File: config.mk
export PLATFORM = sky130hd
export DESIGN_NAME = cart_mem_sched_flat
export DESIGN_NICKNAME = d
export VERILOG_FILES = /design/src/rtl/cart_mem_sched_if.sv /design/src/rtl/cart_mem_sched.sv /design/src/flat_wrapper.sv
export SDC_FILE = /design/constraint.sdc
export NUM_CORES = 1
export LEC_CHECK = 0
export CORE_MARGIN = 2
export CORE_UTILIZATION = 35
export CTS_CLUSTER_DIAMETER = 30
export DETAILED_ROUTE_END_ITERATION = 10
export DONT_BUFFER_PORTS = 1
export GPL_TIMING_DRIVEN = 0
export PLACE_DENSITY = 0.52
export RECOVER_POWER = 100
export SLEW_MARGIN = 0
export SYNTH_ARGS = -nofsm -noshare
export SYNTH_HDL_FRONTEND = slang
export SYNTH_SLANG_ARGS = --single-unit
File: constraint.sdc
create_clock -name clk -period 14.35 [get_ports clk]
set_clock_uncertainty 0.15 [all_clocks]
set_input_delay 2.1525 -clock clk [delete_from_list [all_inputs] [get_ports clk]]
set_output_delay 2.1525 -clock clk [all_outputs]
set_load 0.05 [all_outputs]
File: src/rtl/cart_mem_sched_if.sv
// Signal bundle between the cartridge memory scheduler and its download, core and SDRAM neighbours.
// dl_wr is a one-cycle valid and dl_wait its inverted ready; core_rd is a level request answered by a core_valid pulse.
interface cart_mem_sched_if #(
    parameter int ADDR_W  = 25,
    parameter int CORE_AW = 20,
    parameter int MASK_W  = 19
);
    logic               dl_active;
    logic               dl_wr;
    logic [ADDR_W-1:0]  dl_addr;
    logic [7:0]         dl_data;
    logic               dl_wait;
    logic               core_rd;
    logic [CORE_AW-1:0] core_addr;
    logic [7:0]         core_dout;
    logic               core_valid;
    logic [ADDR_W-1:0]  mem_addr;
    logic               mem_rd;
    logic               mem_wr;
    logic [7:0]         mem_din;
    logic [7:0]         mem_dout;
    logic               mem_busy;
    logic [MASK_W-1:0]  rom_mask;
    logic [2:0]         fsm_state;

    modport slave (
        input  dl_active, dl_wr, dl_addr, dl_data, core_rd, core_addr, mem_dout, mem_busy,
        output dl_wait, core_dout, core_valid, mem_addr, mem_rd, mem_wr, mem_din, rom_mask, fsm_state
    );
    modport master (
        output dl_active, dl_wr, dl_addr, dl_data, core_rd, core_addr, mem_dout, mem_busy,
        input  dl_wait, core_dout, core_valid, mem_addr, mem_rd, mem_wr, mem_din, rom_mask, fsm_state
    );
endinterface

File: src/rtl/cart_mem_sched.sv
// Shares SDRAM channel 0 between the HPS ROM download (byte writes) and console ROM fetches
// (byte reads), with a one-entry read cache and a ROM size mask derived from the download.
module cart_mem_sched #(
    parameter int ADDR_W    = 25,
    parameter int CORE_AW   = 20,
    parameter int MASK_W    = 19,
    parameter int GUARD_CYC = 2
) (
    input  logic            clk,
    input  logic            reset,
    cart_mem_sched_if.slave bus
);
    localparam logic [2:0] IDLE      = 3'd0;
    localparam logic [2:0] WR_ISSUE  = 3'd1;
    localparam logic [2:0] RD_ISSUE  = 3'd2;
    localparam logic [2:0] GUARD     = 3'd3;
    localparam logic [2:0] WAIT_DONE = 3'd4;
    localparam int GW = $clog2(GUARD_CYC + 1);

    logic [2:0]         state;
    logic [GW-1:0]      guard_cnt;
    logic               hold_full;
    logic [ADDR_W-1:0]  hold_addr;
    logic [7:0]         hold_data;
    logic               op_rd;
    logic [CORE_AW-1:0] rd_addr;
    logic               cache_valid;
    logic [CORE_AW-1:0] cache_addr;
    logic [7:0]         cache_data;
    logic               mem_rd_q, mem_wr_q;
    logic [ADDR_W-1:0]  mem_addr_q;
    logic [7:0]         mem_din_q;
    logic [7:0]         core_dout_q;
    logic               core_valid_q;
    logic [MASK_W-1:0]  rom_mask_q, max_addr;
    logic               seen_wr, mask_pending, dl_active_q;

    logic [CORE_AW-1:0] masked_addr;
    logic               accept_wr, cache_hit, dl_rise, dl_fall, rd_allowed;

    // Round up to the next 2^n-1 so the mask covers every downloaded byte.
    function automatic logic [MASK_W-1:0] smear(input logic [MASK_W-1:0] x);
        logic [MASK_W-1:0] r;
        r = x;
        for (int i = 1; i < MASK_W; i++) r = r | (x >> i);
        return r;
    endfunction

    assign masked_addr = bus.core_addr & CORE_AW'(rom_mask_q);
    assign accept_wr   = bus.dl_wr & ~hold_full;
    assign cache_hit   = cache_valid & (cache_addr == masked_addr);
    assign dl_rise     = bus.dl_active & ~dl_active_q;
    assign dl_fall     = ~bus.dl_active & dl_active_q;
    // Reads wait for a pending mask update so they never use a stale mask.
    assign rd_allowed  = bus.core_rd & ~bus.dl_active & ~bus.dl_wr & ~mask_pending & ~dl_fall;

    assign bus.dl_wait    = hold_full | ((state != IDLE) & bus.dl_active);
    assign bus.core_dout  = core_dout_q;
    assign bus.core_valid = core_valid_q;
    assign bus.mem_addr   = mem_addr_q;
    assign bus.mem_rd     = mem_rd_q;
    assign bus.mem_wr     = mem_wr_q;
    assign bus.mem_din    = mem_din_q;
    assign bus.rom_mask   = rom_mask_q;
    assign bus.fsm_state  = state;

    always_ff @(posedge clk or posedge reset) begin
        if (reset) begin
            state        <= IDLE;
            guard_cnt    <= '0;
            hold_full    <= 1'b0;
            hold_addr    <= '0;
            hold_data    <= '0;
            op_rd        <= 1'b0;
            rd_addr      <= '0;
            cache_valid  <= 1'b0;
            cache_addr   <= '0;
            cache_data   <= '0;
            mem_rd_q     <= 1'b0;
            mem_wr_q     <= 1'b0;
            mem_addr_q   <= '0;
            mem_din_q    <= '0;
            core_dout_q  <= '0;
            core_valid_q <= 1'b0;
            rom_mask_q   <= '1;
            max_addr     <= '0;
            seen_wr      <= 1'b0;
            mask_pending <= 1'b0;
            dl_active_q  <= 1'b0;
        end else begin
            mem_rd_q     <= 1'b0;
            mem_wr_q     <= 1'b0;
            core_valid_q <= 1'b0;
            dl_active_q  <= bus.dl_active;

            case (state)
                IDLE: begin
                    if (hold_full) begin
                        state      <= WR_ISSUE;
                        mem_wr_q   <= 1'b1;
                        mem_addr_q <= hold_addr;
                        mem_din_q  <= hold_data;
                        op_rd      <= 1'b0;
                    end else if (rd_allowed) begin
                        if (cache_hit) begin
                            if (!core_valid_q) begin
                                core_valid_q <= 1'b1;
                                core_dout_q  <= cache_data;
                            end
                        end else begin
                            state      <= RD_ISSUE;
                            mem_rd_q   <= 1'b1;
                            mem_addr_q <= ADDR_W'(masked_addr);
                            rd_addr    <= masked_addr;
                            op_rd      <= 1'b1;
                        end
                    end
                end
                WR_ISSUE: begin
                    hold_full <= 1'b0;
                    guard_cnt <= '0;
                    state     <= GUARD;
                end
                RD_ISSUE: begin
                    guard_cnt <= '0;
                    state     <= GUARD;
                end
                GUARD: begin
                    if (guard_cnt == GW'(GUARD_CYC - 1)) state <= WAIT_DONE;
                    else guard_cnt <= guard_cnt + GW'(1);
                end
                WAIT_DONE: begin
                    if (!bus.mem_busy) begin
                        state <= IDLE;
                        if (op_rd) begin
                            core_dout_q  <= bus.mem_dout;
                            cache_addr   <= rd_addr;
                            cache_data   <= bus.mem_dout;
                            cache_valid  <= 1'b1;
                            core_valid_q <= bus.core_rd & ~bus.dl_active & (masked_addr == rd_addr);
                        end
                    end
                end
                default: state <= IDLE;
            endcase

            if (mask_pending && state == IDLE && !hold_full) begin
                rom_mask_q   <= smear(max_addr);
                mask_pending <= 1'b0;
            end

            // Later assignments override the cache fill above.
            if (accept_wr) begin
                hold_full   <= 1'b1;
                hold_addr   <= bus.dl_addr;
                hold_data   <= bus.dl_data;
                cache_valid <= 1'b0;
            end

            if (dl_rise) begin
                max_addr     <= accept_wr ? bus.dl_addr[MASK_W-1:0] : '0;
                seen_wr      <= accept_wr;
                cache_valid  <= 1'b0;
                mask_pending <= 1'b0;
            end else if (accept_wr && bus.dl_active) begin
                if (bus.dl_addr[MASK_W-1:0] > max_addr) max_addr <= bus.dl_addr[MASK_W-1:0];
                seen_wr <= 1'b1;
            end else if (dl_fall && seen_wr) begin
                mask_pending <= 1'b1;
            end
        end
    end
endmodule

File: src/flat_wrapper.sv
// flat-port wrapper written by rule: the top's interface ports become plain ports
module cart_mem_sched_flat 
#(
    parameter int ADDR_W    = 25,
    parameter int CORE_AW   = 20,
    parameter int MASK_W    = 19,
    parameter int GUARD_CYC = 2
)
  (clk, reset, bus_dl_active, bus_dl_wr, bus_dl_addr, bus_dl_data, bus_core_rd, bus_core_addr, bus_mem_dout, bus_mem_busy, bus_dl_wait, bus_core_dout, bus_core_valid, bus_mem_addr, bus_mem_rd, bus_mem_wr, bus_mem_din, bus_rom_mask, bus_fsm_state);
  cart_mem_sched_if #(.ADDR_W(ADDR_W), .CORE_AW(CORE_AW), .MASK_W(MASK_W)) bus_i ();
  input  logic clk;
  input  logic reset;
  input wire logic [$bits(bus_i.dl_active)-1:0] bus_dl_active;
  input wire logic [$bits(bus_i.dl_wr)-1:0] bus_dl_wr;
  input wire logic [$bits(bus_i.dl_addr)-1:0] bus_dl_addr;
  input wire logic [$bits(bus_i.dl_data)-1:0] bus_dl_data;
  input wire logic [$bits(bus_i.core_rd)-1:0] bus_core_rd;
  input wire logic [$bits(bus_i.core_addr)-1:0] bus_core_addr;
  input wire logic [$bits(bus_i.mem_dout)-1:0] bus_mem_dout;
  input wire logic [$bits(bus_i.mem_busy)-1:0] bus_mem_busy;
  output wire logic [$bits(bus_i.dl_wait)-1:0] bus_dl_wait;
  output wire logic [$bits(bus_i.core_dout)-1:0] bus_core_dout;
  output wire logic [$bits(bus_i.core_valid)-1:0] bus_core_valid;
  output wire logic [$bits(bus_i.mem_addr)-1:0] bus_mem_addr;
  output wire logic [$bits(bus_i.mem_rd)-1:0] bus_mem_rd;
  output wire logic [$bits(bus_i.mem_wr)-1:0] bus_mem_wr;
  output wire logic [$bits(bus_i.mem_din)-1:0] bus_mem_din;
  output wire logic [$bits(bus_i.rom_mask)-1:0] bus_rom_mask;
  output wire logic [$bits(bus_i.fsm_state)-1:0] bus_fsm_state;
  assign bus_i.dl_active = bus_dl_active;
  assign bus_i.dl_wr = bus_dl_wr;
  assign bus_i.dl_addr = bus_dl_addr;
  assign bus_i.dl_data = bus_dl_data;
  assign bus_i.core_rd = bus_core_rd;
  assign bus_i.core_addr = bus_core_addr;
  assign bus_i.mem_dout = bus_mem_dout;
  assign bus_i.mem_busy = bus_mem_busy;
  assign bus_dl_wait = bus_i.dl_wait;
  assign bus_core_dout = bus_i.core_dout;
  assign bus_core_valid = bus_i.core_valid;
  assign bus_mem_addr = bus_i.mem_addr;
  assign bus_mem_rd = bus_i.mem_rd;
  assign bus_mem_wr = bus_i.mem_wr;
  assign bus_mem_din = bus_i.mem_din;
  assign bus_rom_mask = bus_i.rom_mask;
  assign bus_fsm_state = bus_i.fsm_state;
  cart_mem_sched #(.ADDR_W(ADDR_W), .CORE_AW(CORE_AW), .MASK_W(MASK_W), .GUARD_CYC(GUARD_CYC)) u_core (.clk(clk), .reset(reset), .bus(bus_i));
endmodule
# Yosys cells after proc, flatten, opt, wreduce, memory -nomap -nowiden
# Index checks and enable logic that the tools add are counted.
[classes]
reduce_logical = 25
eq_ne = 19
n_addsub = 1
n_bitwise = 38
n_mux = 51
magnitude_cmp = 1
[ops]
columns = ["op", "count"]
rows = [
  ["19-bit two-way mux", 4],
  ["25-bit two-way mux", 3],
  ["8-bit two-way mux", 6],
  ["20-bit equality test", 2],
  ["1-bit two-way mux", 28],
  ["20-bit by 19-bit AND with 20-bit output", 1],
  ["19-bit greater-than comparator", 1],
  ["19-bit by 1-bit OR with 19-bit output", 1],
  ["19-bit by 10-bit OR with 19-bit output", 1],
  ["19-bit by 11-bit OR with 19-bit output", 1],
  ["19-bit by 12-bit OR with 19-bit output", 1],
  ["19-bit by 13-bit OR with 19-bit output", 1],
  ["19-bit by 14-bit OR with 19-bit output", 1],
  ["19-bit by 15-bit OR with 19-bit output", 1],
  ["19-bit by 16-bit OR with 19-bit output", 1],
  ["19-bit by 17-bit OR with 19-bit output", 1],
  ["19-bit by 18-bit OR with 19-bit output", 1],
  ["19-bit by 2-bit OR with 19-bit output", 1],
  ["19-bit by 3-bit OR with 19-bit output", 1],
  ["19-bit by 4-bit OR with 19-bit output", 1],
  ["19-bit by 5-bit OR with 19-bit output", 1],
  ["19-bit by 6-bit OR with 19-bit output", 1],
  ["19-bit by 7-bit OR with 19-bit output", 1],
  ["19-bit by 8-bit OR with 19-bit output", 1],
  ["29 further kinds", 73],
]
[word_totals]
elab_cells = 156
register_bits = 174
out_inout_bits = 67

# Logic depth before layout (Yosys ltp)
[depth]
word_depth = 18
depth_mapped = 11
mapped_depth_nobuf = 9

# Worst setup path after synthesis
# Ideal clock, no wire load.
[synth_path]
path_kind = "input -> output"
start = "in bus_dl_active"
end = "out bus_dl_wait"
path_stages = 2
path_slack_ns = 9.515
t_arrival_ns = 2.532
required_ns = 12.047
path_cell_list = "nand2_1 -> nand2_1"
[synth_via]
elab_chain_len = 2
[synth_lines]
columns = ["element", "line_no", "text"]
rows = [
  ["start, declared", "flat_wrapper.sv:13", "input wire logic [$bits(bus_i.dl_active)-1:0] bus_dl_active;"],
  ["1-bit AND", "cart_mem_sched.sv:57", "assign bus.dl_wait = hold_full | ((state != IDLE) & bus.dl_active);"],
  ["1-bit OR", "cart_mem_sched.sv:57", ""],
  ["end, declared", "flat_wrapper.sv:21", "output wire logic [$bits(bus_i.dl_wait)-1:0] bus_dl_wait;"],
]
# No other way between the ends.

# Worst setup path in the final report
# Same ends and word-level chain as after synthesis.

==> run_results.csv <==
group,metric,value,unit
yosys,yosysTopAreaCell,"dfrtp_1",
clock_network,ctsResizeCount,0,
placement,port_buffers,0,
critical_path,crit_type,"in2out",
critical_path,regToRegEndpoint,"u_core.bus.mem_addr[8]$_DFFE_PP0P_",
detailed_routing,wirelength,20.9,mm
run_status,violations,"capacitance limit, slew limit",
clock_network,cts_setup_buffers,0,
grt,grt_pass1_wl,33.0,mm
clock_network,cts-root-buf,"clkbuf_16",
detailed_routing,firstDrtPassIters,5,
critical_path,critical_path_required,12.05,ns
finish,diodes,0,
placement,placed_area,8220,sq um
yosys,async_reset_ff_share,100,%
clock_network,cts_buffer_depth,2,
floorplan,rows,54,
sta,period_share,34.0,%
floorplan,fp.coreArea,21900,sq um
yosys,synthFlopType,"dfrtp_1",
clock_network,clock-sinks,172,
placement,place_hpwl,15.8,mm
finish,final_cell_area,8740,sq um
finish,nNetsFinal,831,
critical_path,critical_path.most_common_cell,"nand2_1",
yosys,syn_area,7830,sq um
critical_path,cp-end-kind,"output port",
yosys,syn_nets,811,
detailed_routing,wire_per_inst,20.2,um
critical_path,rrSetupSlack,10.35,ns
grt,antenna_found_initial,0,
critical_path,worst-path-stages,2,
yosys,synth_edf_count,0,
detailed_routing,drc,0,
worst_hold_path,hold_path.class,"reg2reg",
clock_network,htreeDepth,4,
worst_hold_path,min-delay-start,"u_core.hold_data[5]$_DFFE_PP0P_",
sta,min_period,4.87,ns
pwr,p_per_area,220,nW/um^2
grt,grt_pass1_vias,5668,
critical_path,worst-path-buf-inv,0,
critical_path,path_cells,"nand2_1 > nand2_1",
critical_path,crit_fanout,8,
sta,slew_violations,42,
detailed_routing,ant_nets,0,
placement,gp_congestion,0.828,
floorplan,die_w,154,um
clock_network,clkTransAtPathRegs,0.07,ns
floorplan,ioPinCount,134,
critical_path,cp_slowest_stage_delay,0.39,ns
critical_path,cp_top_family,"simple AND/OR/NAND/NOR gates",
critical_path,arrival,2.57,ns
worst_hold_path,holdPathEnd,"u_core.bus.mem_din[5]$_DFFE_PP0P_",
finish,final_cell_mix,"dfrtp_1 (153), nand2_1 (129), mux2_2 (41), inv_1 (36), clkbuf_1 (31)",
sta,setup_ws,9.48,ns
finish,fill_cells,2145,
floorplan,die_y,154,um
critical_path,crit_start,"bus_dl_active",
detailed_routing,drt_iter0_markers,419,
sta,rsz0062_at_grt,"no",
floorplan,die-area,23600,sq um
yosys,yosysSeqAreaShare,55.3,%
sta,worst_pin_slew,2.00,ns
yosys,synth_top_area_share,48.9,%
run,maxCapViolCount,1,
yosys,synthTopCellsByArea,"dfrtp_1 (49%), dfstp_2 (6.4%), nand2_1 (6.2%)",
pwr,vdd_drop_max,88.8,uV
yosys,synth_cells,724,
finish,drive_gt1_share,10.7,%
worst_hold_path,min_delay_path_depth,2,
floorplan,start_util,35.8,%
finish,final_common_cell,"dfrtp_1",
clock_network,cts_made_buffers,17,
sta,tns,0,ns
sta,fmax,205,MHz
grt,grt_overflow,0,
yosys,synth_cell_types,49,
run_status,status,"finished, violations left",
pwr,power_leakage,3.92,nW
sta,hold_violations,0,
critical_path,cp_slowest_cell,"nand2_1",
critical_path,startpoint_type,"primary input",
yosys,postSynthAreaPerCell,10.8,sq um
placement,dpl_worst_slack,9.47,ns
clock_network,cts_tree,"built",
sta,setup_viol_count_final,0,
yosys,yosys_register_bits,172,
pwr,total_power,1.93,mW
yosys,ys_warn_count,0,
sta,slew-limit-headroom,-34.0,%
clock_network,cts_hold_buf,0,
clock_network,clock_latency,0.44,ns
critical_path,r2r_start,"u_core.bus.rom_mask[12]$_DFFE_PP1P_",
detailed_routing,vias_per_cell,5.27,
grt,grt_max_degree,132,
critical_path,ff2ff_path_depth,8,
finish,area_delta_synth_final,11.6,%
detailed_routing,num_vias,5468,
grt,grtUsageTotal,18.2,%
## flip-flops by register name (all words and copies together) (netlist names), 19 cells and up
signal               count
u_core.bus.rom_mask     19
u_core.cache_addr       19
u_core.max_addr         19
u_core.hold_addr        25
u_core.bus.mem_addr     25
u_core.rd_addr          19
## worst max path at each step
stage,end,slack (ns)
final,bus_dl_wait,9.48
after global routing,u_core.max_addr[18]$_DFFE_PP0P_,9.39
after CTS,bus_dl_wait,9.47
after detailed placement,bus_dl_wait,9.47
after global placement,u_core.hold_data[0]$_DFFE_PP0P_,5.58
after floorplan,u_core.bus.core_dout[0]$_DFFE_PP0P_,7.42
## synth_stat cells (8+ instances only)
| cell | n |
|---|---|
| a21oi_1 | 23 |
| mux2_2 | 41 |
| ha_1 | 20 |
| nand2_1 | 129 |
| dfstp_2 | 19 |
| inv_1 | 37 |
| a221o_1 | 19 |
| nand4_1 | 8 |
| and2_1 | 14 |
| nor2b_1 | 16 |
| o21bai_1 | 14 |
| nor2_1 | 29 |
| xnor2_1 | 17 |
| xor2_1 | 14 |
| mux2i_1 | 27 |
| dfrtp_1 | 153 |
| o21ai_0 | 30 |
| clkbuf_1 | 21 |
## through the flow
step	util [%]	cells	hold WS [ns]
after detailed placement	37.5	1005	0.300
after global routing	39.9	1037	0.339
after floorplan	-	724	0.285
final	39.9	1037	0.316
after global placement	37.4	1004	0.297
after CTS	40.1	1037	0.320
## metal layers
metal	wire (um)	track usage [%]
met1	8820	23.0
met5	0	0
met2	10200	30.1
met3	1550	5.44
met4	340	5.72
## logic make-up (layout without fill, tap and decap cells)
family,after synthesis,count (layout),share of synthesized area [%]
and+or+nand+nor,240,240,14.5
DFF,172,172,55.3
AOI/OAI and AO/OA,122,122,10.6
buffers and inverters,70,103,3.47
muxes,69,69,9.54
xor gates and xnor gates,31,31,3.47
adders and majority gates,20,20,3.19
## power breakdown
part / internal (mW) / switching [mW] / total, mW
clock network: 0.233 / 0.212 / 0.445
logic: 0.202 / 0.225 / 0.427
registers: 0.661 / 0.394 / 1.06
## final cells by class
cell class,count,area (sq um),area share [%]
Sequential cell,172,4330,49.5
Clock inverter,14,128,1.46
Buffer,32,121,1.39
Multi-Input combinational cell,482,3210,36.7
Inverter,38,144,1.65
Tap cell,280,350,4.01
Timing Repair Buffer,1,27.5,0.315
Clock buffer,18,439,5.02
## worst reg2reg max path: stages (launching register included)
cell      delay (ns)
dfstp_1         0.95
and3_1          0.27
o22ai_1         0.12
or4_1           0.55
nor4_1          0.60
or2_2           0.27
a21o_1          0.31
clkbuf_1        0.48
a221o_1         0.25
Power figures use the tool's default switching activity.
